[config.mk]
export PLATFORM = sky130hd
export DESIGN_NAME = alu_i8_rr_arbiter
export DESIGN_NICKNAME = d
export VERILOG_FILES = /design/src/rtl/alu_i8_rr_arbiter.sv
export SDC_FILE = /design/constraint.sdc
export NUM_CORES = 1
export LEC_CHECK = 0
export CAP_MARGIN = 25
export CORE_MARGIN = 2
export CORE_UTILIZATION = 43
export CTS_CLUSTER_DIAMETER = 60
export DETAILED_ROUTE_END_ITERATION = 8
export PLACE_DENSITY_LB_ADDON = 0.08
export SLEW_MARGIN = 40
export SYNTH_ARGS = -nofsm -noshare
export SYNTH_HDL_FRONTEND = slang
export SYNTH_SLANG_ARGS = --single-unit
[constraint.sdc]
create_clock -name clock -period 4.1 [get_ports clock]
set_clock_uncertainty 0.15 [all_clocks]
set_input_delay 0.41 -clock clock [delete_from_list [all_inputs] [get_ports clock]]
set_output_delay 0.41 -clock clock [all_outputs]
set_load 0.02 [all_outputs]
[src/rtl/alu_i8_rr_arbiter.sv]
// alu_i8_rr_arbiter: four requesters share one 8-bit xor/and/or/add unit.
// A round-robin grant picks one valid requester per cycle. Its result is
// returned on a single back-pressured response channel, tagged with the
// requester id.
//
// Optional feature macro: ALU_ARB_PIPE_EN. When it is defined, an issue
// register stage is added ahead of the operator, and latency becomes 2.
//
// Ports:
//   clock      in   rising-edge clock
//   reset      in   synchronous, active-high reset
//   req_valid  in   [3:0]   per-requester request valid
//   req_ready  out  [3:0]   one-hot combinational grant
//   req_op     in   [7:0]   2-bit op per requester (00 xor, 01 and, 10 or, 11 add)
//   req_a      in   [31:0]  8-bit operand a per requester
//   req_b      in   [31:0]  8-bit operand b per requester
//   rsp_valid  out          result valid
//   rsp_ready  in           consumer accept
//   rsp_id     out  [1:0]   owner of the result
//   rsp_y      out  [7:0]   result
module alu_i8_rr_arbiter (
  input  logic        clock,
  input  logic        reset,
  input  logic [3:0]  req_valid,
  output logic [3:0]  req_ready,
  input  logic [7:0]  req_op,
  input  logic [31:0] req_a,
  input  logic [31:0] req_b,
  output logic        rsp_valid,
  input  logic        rsp_ready,
  output logic [1:0]  rsp_id,
  output logic [7:0]  rsp_y
);

  localparam int unsigned N   = 4;
  localparam int unsigned IDW = 2;
  localparam int unsigned DW  = 8;
  localparam int unsigned OPW = 2;

  localparam logic [0:0] EMPTY = 1'b0;
  localparam logic [0:0] FULL  = 1'b1;

  localparam logic [OPW-1:0] OP_XOR = 2'b00;
  localparam logic [OPW-1:0] OP_AND = 2'b01;
  localparam logic [OPW-1:0] OP_OR  = 2'b10;
  localparam logic [OPW-1:0] OP_ADD = 2'b11;

  logic [0:0]     state;
  logic [0:0]     state_nxt;
  logic [IDW-1:0] ptr;
  logic           slot_free;
  logic           grant_ok;
  logic           accept;
  logic           found;
  logic [IDW-1:0] scan_idx;
  logic [IDW-1:0] grant_idx;
  logic [N-1:0]   grant;
  logic [OPW-1:0] sel_op;
  logic [DW-1:0]  sel_a;
  logic [DW-1:0]  sel_b;
  logic           load;
  logic [IDW-1:0] ld_id;
  logic [OPW-1:0] ld_op;
  logic [DW-1:0]  ld_a;
  logic [DW-1:0]  ld_b;

  function automatic logic [DW-1:0] alu_f(input logic [OPW-1:0] op,
                                          input logic [DW-1:0]  a,
                                          input logic [DW-1:0]  b);
    logic [DW-1:0] y;
    y = '0;
    case (op)
      OP_XOR:  y = a ^ b;
      OP_AND:  y = a & b;
      OP_OR:   y = a | b;
      OP_ADD:  y = a + b;  // carry discarded
      default: y = '0;
    endcase
    return y;
  endfunction

  assign rsp_valid = (state == FULL);
  assign slot_free = !rsp_valid || rsp_ready;

  // Round-robin search: first valid requester starting at ptr.
  always_comb begin
    found     = 1'b0;
    grant_idx = ptr;
    scan_idx  = ptr;
    for (int k = 0; k < N; k++) begin
      scan_idx = ptr + IDW'(k);
      if (!found && req_valid[scan_idx]) begin
        found     = 1'b1;
        grant_idx = scan_idx;
      end
    end
  end

  assign accept = found && grant_ok;

  always_comb begin
    grant = '0;
    if (accept) grant[grant_idx] = 1'b1;
  end

  assign req_ready = grant;

  // Operands of the granted requester.
  assign sel_op = req_op[{grant_idx, 1'b0} +: OPW];
  assign sel_a  = req_a[{grant_idx, 3'b000} +: DW];
  assign sel_b  = req_b[{grant_idx, 3'b000} +: DW];

`ifdef ALU_ARB_PIPE_EN
  logic           iss_valid;
  logic [IDW-1:0] iss_id;
  logic [OPW-1:0] iss_op;
  logic [DW-1:0]  iss_a;
  logic [DW-1:0]  iss_b;

  // Issue stage refills whenever it is empty or moving into the result slot.
  assign grant_ok = !reset && (!iss_valid || slot_free);
  assign load     = iss_valid && slot_free;
  assign ld_id    = iss_id;
  assign ld_op    = iss_op;
  assign ld_a     = iss_a;
  assign ld_b     = iss_b;

  // Issue register stage.
  always_ff @(posedge clock) begin
    if (reset) begin
      iss_valid <= 1'b0;
      iss_id    <= '0;
      iss_op    <= '0;
      iss_a     <= '0;
      iss_b     <= '0;
    end else if (accept) begin
      iss_valid <= 1'b1;
      iss_id    <= grant_idx;
      iss_op    <= sel_op;
      iss_a     <= sel_a;
      iss_b     <= sel_b;
    end else if (load) begin
      iss_valid <= 1'b0;
    end
  end
`else
  assign grant_ok = !reset && slot_free;
  assign load     = accept;
  assign ld_id    = grant_idx;
  assign ld_op    = sel_op;
  assign ld_a     = sel_a;
  assign ld_b     = sel_b;
`endif

  // Round-robin pointer.
  always_ff @(posedge clock) begin
    if (reset)       ptr <= '0;
    else if (accept) ptr <= grant_idx + IDW'(1);
  end

  // Result slot state register.
  always_ff @(posedge clock) begin
    if (reset) state <= EMPTY;
    else       state <= state_nxt;
  end

  // Result slot next state.
  always_comb begin
    state_nxt = state;
    case (state)
      EMPTY:   if (load) state_nxt = FULL;
      FULL:    if (!load && rsp_ready) state_nxt = EMPTY;
      default: state_nxt = EMPTY;
    endcase
  end

  // Result register; load only occurs when the slot is free.
  always_ff @(posedge clock) begin
    if (reset) begin
      rsp_id <= '0;
      rsp_y  <= '0;
    end else if (load) begin
      rsp_id <= ld_id;
      rsp_y  <= alu_f(ld_op, ld_a, ld_b);
    end
  end

endmodule

Word level (Yosys, flattened, before mapping)
Index checks and enable logic that the tools add are counted.
{"block": "totals", "reg_bits": 13, "inputBits": 79, "output_inout_bits": 15, "elab_cells": 62}
{"block": "classes", "n_bitwise": 4, "mux": 22, "shifts": 3, "n_lt_le_gt_ge": 6, "reduce_logical": 15, "addsub": 5, "n_eq_ne": 3}
{"cell": "indexed part select 32 x 6 -> 8 bit", "n": 2}
{"cell": "one-hot mux 8 bit (4 select lines)", "n": 1}
{"cell": "< comparator 2 x 3 -> 1 bit (second input constant)", "n": 5}
{"cell": "two-way mux 1 bit", "n": 11}
{"cell": "adder 8 bit", "n": 1}
{"cell": "bitwise AND 8 bit", "n": 1}
{"cell": "binary-select mux 1 bit (select 2 bit)", "n": 4}
{"cell": "bitwise OR 8 bit", "n": 1}
{"cell": "indexed part select 8 x 4 -> 2 bit", "n": 1}
{"cell": "XOR 8 bit", "n": 1}
{"cell": "logical AND 1 bit", "n": 7}
{"cell": "zero test 1 bit", "n": 6}
{"cell": "two-way mux 2 bit", "n": 3}
{"cell": "adder 2 x 1 -> 2 bit (second input constant)", "n": 2}
{"cell": "adder 2 bit (second input constant)", "n": 2}
{"cell": "== test 2 bit (second input constant)", "n": 2}
{"cell": "two-way mux 4 bit", "n": 1}
{"cell": "demux 1 bit (select 2 bit)", "n": 1}
{"cell": "== test 2 x 1 -> 1 bit (second input constant)", "n": 1}
{"cell": ">= comparator 2 x 1 -> 1 bit (second input constant)", "n": 1}
{"cell": "zero test 2 bit", "n": 1}
{"cell": "one-hot mux 1 bit (2 select lines)", "n": 1}
{"cell": "logical OR 1 bit", "n": 1}
{"cell": "inverter 1 bit", "n": 1}

Depth between registers and ports, before layout
{"block": "depth", "ltp_word": 17, "mapped_depth": 18, "depth_no_buf": 15}

Worst setup path after synthesis
Ideal clock, no wire load.
{"block": "synth_timing", "kind": "input to register", "from": "input port req_valid[2]", "to": "register rsp_y[7]", "stages": 16, "t_arrival_ps": 3315, "setup_ps": 88, "n_path_buf": 3, "t_required_ps": 3862, "setup_slack_ps": 547, "cell_sequence": "nor2b_1 -> o21a_1 -> nor3_4 -> buf_6 -> buf_6 -> buf_4 -> mux2i_1 -> nor2_1 -> or2_2 -> ha_1 -> o21a_1 -> o21a_1 -> o21ai_0 -> xnor2_1 -> nand3_1 -> a311oi_2"}
{"block": "synth_between", "elab_chain_len": 15, "word_cells_on_any_way": 34, "classes_between": "add/sub: 1; eq/ne: 3; shift: 3; mux: 16; bitwise: 3; reduce/logical: 8"}
{"element": "from (decl)", "line_no": "24", "source": "input logic [3:0] req_valid,"}
{"element": "binary-select mux 1 bit (select 2 bit)", "line_no": "92", "source": "if (!found && req_valid[scan_idx]) begin"}
{"element": "two-way mux 1 bit (not written as such)", "line_no": "92"}
{"element": "two-way mux 1 bit", "line_no": "92"}
{"element": "zero test 1 bit", "line_no": "92"}
{"element": "logical AND 1 bit", "line_no": "92"}
{"element": "two-way mux 1 bit", "line_no": "92"}
{"element": "zero test 1 bit", "line_no": "92"}
{"element": "logical AND 1 bit", "line_no": "92"}
{"element": "two-way mux 1 bit", "line_no": "92"}
{"element": "zero test 1 bit", "line_no": "92"}
{"element": "logical AND 1 bit", "line_no": "92"}
{"element": "two-way mux 2 bit", "line_no": "92"}
{"element": "indexed part select 32 x 6 -> 8 bit, or another cell as far along", "line_no": "110", "source": "assign sel_a = req_a[{grant_idx, 3'b000} +: DW];"}
{"element": "adder 8 bit, or another cell as far along", "line_no": "76", "source": "OP_ADD: y = a + b;"}
{"element": "one-hot mux 8 bit (4 select lines)", "line_no": "72", "source": "case (op)"}
{"element": "to (signal assigned)", "line_no": "184", "source": "rsp_y <= alu_f(ld_op, ld_a, ld_b);"}
{"element": "to (decl)", "line_no": "32", "source": "output logic [7:0] rsp_y"}
Parallel ways exist; a longest one is shown, timed or not. The select of a mux whose other input is x is not followed.
A chain may end at the register's enable or synchronous reset.

Worst setup path after layout
{"block": "layout_timing", "from": "input port req_valid[3]", "to": "register rsp_y[7]"}
Same word-level chain as after synthesis.

==> impl_metrics.toml <==
[timing]
hold_ws_ns = 0.3152
hold_viol = 0
slew_headroom_pct = 52.42
finalCritPeriodShare_pct = 91.65
rsz0062_at_grt = "no"
tns_ns = 0
setup_violations = 0
worstMarginPinSlew_ns = 0.7122
max_freq_mhz = 266.1
finalMaxSlewViolations = 0
min_period_ns = 3.758

[yosys]
syn-num-nets = 384
synth_top_family_by_area = "compound AO/OA/AOI/OAI gates"
synth_seq_area_share_pct = 12.14
synthCells = 284
synthSimpleGateAreaFrac_pct = 22.40
synthTopCellsByArea = "mux2i_1 (17%), ha_1 (12%), dfxtp_1 (12%)"
syn-cell-area_mm2 = 0.002145
synth_compound_area_share_pct = 24.33
synthMuxAreaShare_pct = 17.27
synth_edf_count = 0
ys_types = 53
synth_top_area_share_pct = 17.27
ys_top_cells_by_count = "mux2i_1 (37), nor2_1 (35), inv_1 (29)"
synth_fa_ha_area_share_pct = 12.25
synth_warnings = 0
yosysTopAreaCell = "mux2i_1"
async_flop_share_pct = 0
synth_most_common_cell = "mux2i_1"
synth-seq-cells = 13
syn_avg_cell_area_um2 = 7.551
synth-xor-area-share_pct = 2.859
synth_ff_type = "dfxtp_1"

[routing]
dr.pass1.iters = 4
drtIter0Drc = 130
wire_per_inst_um = 12.66
remaining_drc_errors = 0
totalWireLength_um = 5635
drtAntennaViolNets = 0
vias = 2328
vias_per_cell = 5.231

[clock_network]
clock_latency_ns = 0.24
root_buffer = "clkbuf_8"
htree_levels = 1
cts_setup_buffers = 0
clockBufferDepth = 2
hold_buffers = 0
cts.sinks = 13
cts_tree = "built"
cts.repair.resized = 0
clk_pin_slew_ns = 0.06
cts_made_buffers = 3

[floorplan]
die_h_um = 74.62
dieArea_mm2 = 0.005568
row_count = 25
io_pins = 94
die_x_um = 74.62
initial_core_util_pct = 45.11
core_area_mm2 = 0.004755

[critical_path]
rrSetupSlack_ns = 0.67
worst_ep_arrival_time_ns = 3.77
worstPathMaxFanout = 15
worstSetupStartpointType = "input port"
cp.required_ns = 4.11
critPathCaptureType = "register"
worstSetupPathType = "input port to register"

[place]
dp_cells = 441
place_hpwl_um = 4638
io_buffers = 93
routabilityCongestion = 0.9183

[hold_path]
hold_path.class = "register to register"

[global_routing]
grt_max_degree = 18
antenna_found_initial = 0
overflow = 0
grt_use_total_pct = 21.18
grt_pass1_vias = 2238
grt_pass1_wl_um = 9487

[layout]
n_fill_cell = 443
area_growth_pct = 50.00
diodes = 0
drive_gt1_share_pct = 9.259
final_cells = 445
fin_nets = 479

[pwr]
p_per_area_mw_per_mm2 = 424.2
ir_drop_uv = 204.3
finalPower_w = 0.001365
p_leak_nw = 1.423

[outcome]
run_status = "finished, final reports clean"

[run]
maxCapViolCount = 0
==> cell usage in the layout (no fill, tap or decap), types with 4 or more instances in the layout <==
cell type,synthesis,final
a21oi_1,9,9
a31oi_1,4,4
a32o_1,5,5
and2_1,5,5
buf_4,2,9
clkdlybuf4s50_1,0,93
dfxtp_1,13,13
ha_1,21,21
inv_1,29,29
mux2i_1,37,37
nand2_1,19,19
nor2_1,35,35
nor2b_1,6,6
o21a_1,5,5
o21ai_0,8,8
or2_2,12,12
or3_1,4,4
xnor2_1,4,4
==> final timing paths <==
check	start	cells after the start	to
min	rsp_y[2]	1	rsp_y[2]
min reg2reg	rsp_y[2]	1	rsp_y[2]
max reg2reg	ptr[0]	15	rsp_y[7]
max	req_valid[3]	16	rsp_y[7]
==> registers in the layout, indices dropped and copies added (netlist names) <==
name,cells
rsp_valid,1
ptr,2
rsp_id,2
rsp_y,8
==> area by class of cell <==
| type | count | area [µm²] | area share, % |
|---|---|---|---|
| Clock buffer | 4 | 45.04 | 1.400 |
| Inverter | 30 | 112.6 | 3.501 |
| Multi-Input combinational cell | 228 | 1697 | 52.74 |
| Sequential cell | 13 | 260.3 | 8.090 |
| Tap cell | 67 | 83.83 | 2.606 |
| Timing Repair Buffer | 103 | 1018 | 31.66 |
==> worst max-delay path, cell delays in order <==
cell	delay, ns
clkdlybuf4s50_1	0.60
nor2b_1	0.09
o21a_1	0.21
nor3_4	0.22
buf_12	0.19
mux2i_1	0.19
nor2_1	0.05
or2_2	0.30
ha_1	0.35
a21o_1	0.17
a21oi_1	0.29
o21ai_0	0.12
o21ai_0	0.11
xnor2_1	0.15
nand3_1	0.11
a311oi_2	0.20
==> stage by stage <==
stage	instance area [µm²]	setup slack, ns	util (%)
4_1_cts	3217	0.3602	67.66
6_report	3217	0.3425	67.66
2_1_floorplan	2145	0.5468	-
3_3_place_gp	3172	0.1514	66.71
5_1_grt	3217	0.09670	67.66
3_5_place_dp	3172	0.1225	66.71
==> power breakdown <==
part	total [W]	switching [W]	internal, W
clock network	0.000118	0.0000495	0.0000687
logic	0.00106	0.000543	0.000518
registers	0.000185	0.0000228	0.000162
total	0.00136	0.000615	0.000749
==> routing by layer <==
| layer | share of wire (%) | global-route usage (%) |
|---|---|---|
| met5 | 0 | 0 |
| met4 | 0.80 | 6.349 |
| met3 | 4.3 | 1.071 |
| met2 | 52 | 40.71 |
| met1 | 43 | 25.20 |
==> logic make-up (layout without fill, tap and decap cells) <==
kind of cell	Yosys count	count (layout)
AO/OA/AOI/OAI	67	67
XOR/XNOR	7	7
adder cells (fa/ha/maj)	21	21
buffers and inverters	43	137
flip-flops	13	13
multiplexers	37	37
AND/OR/NAND/NOR	96	96
(Power assumes the default switching activity.)
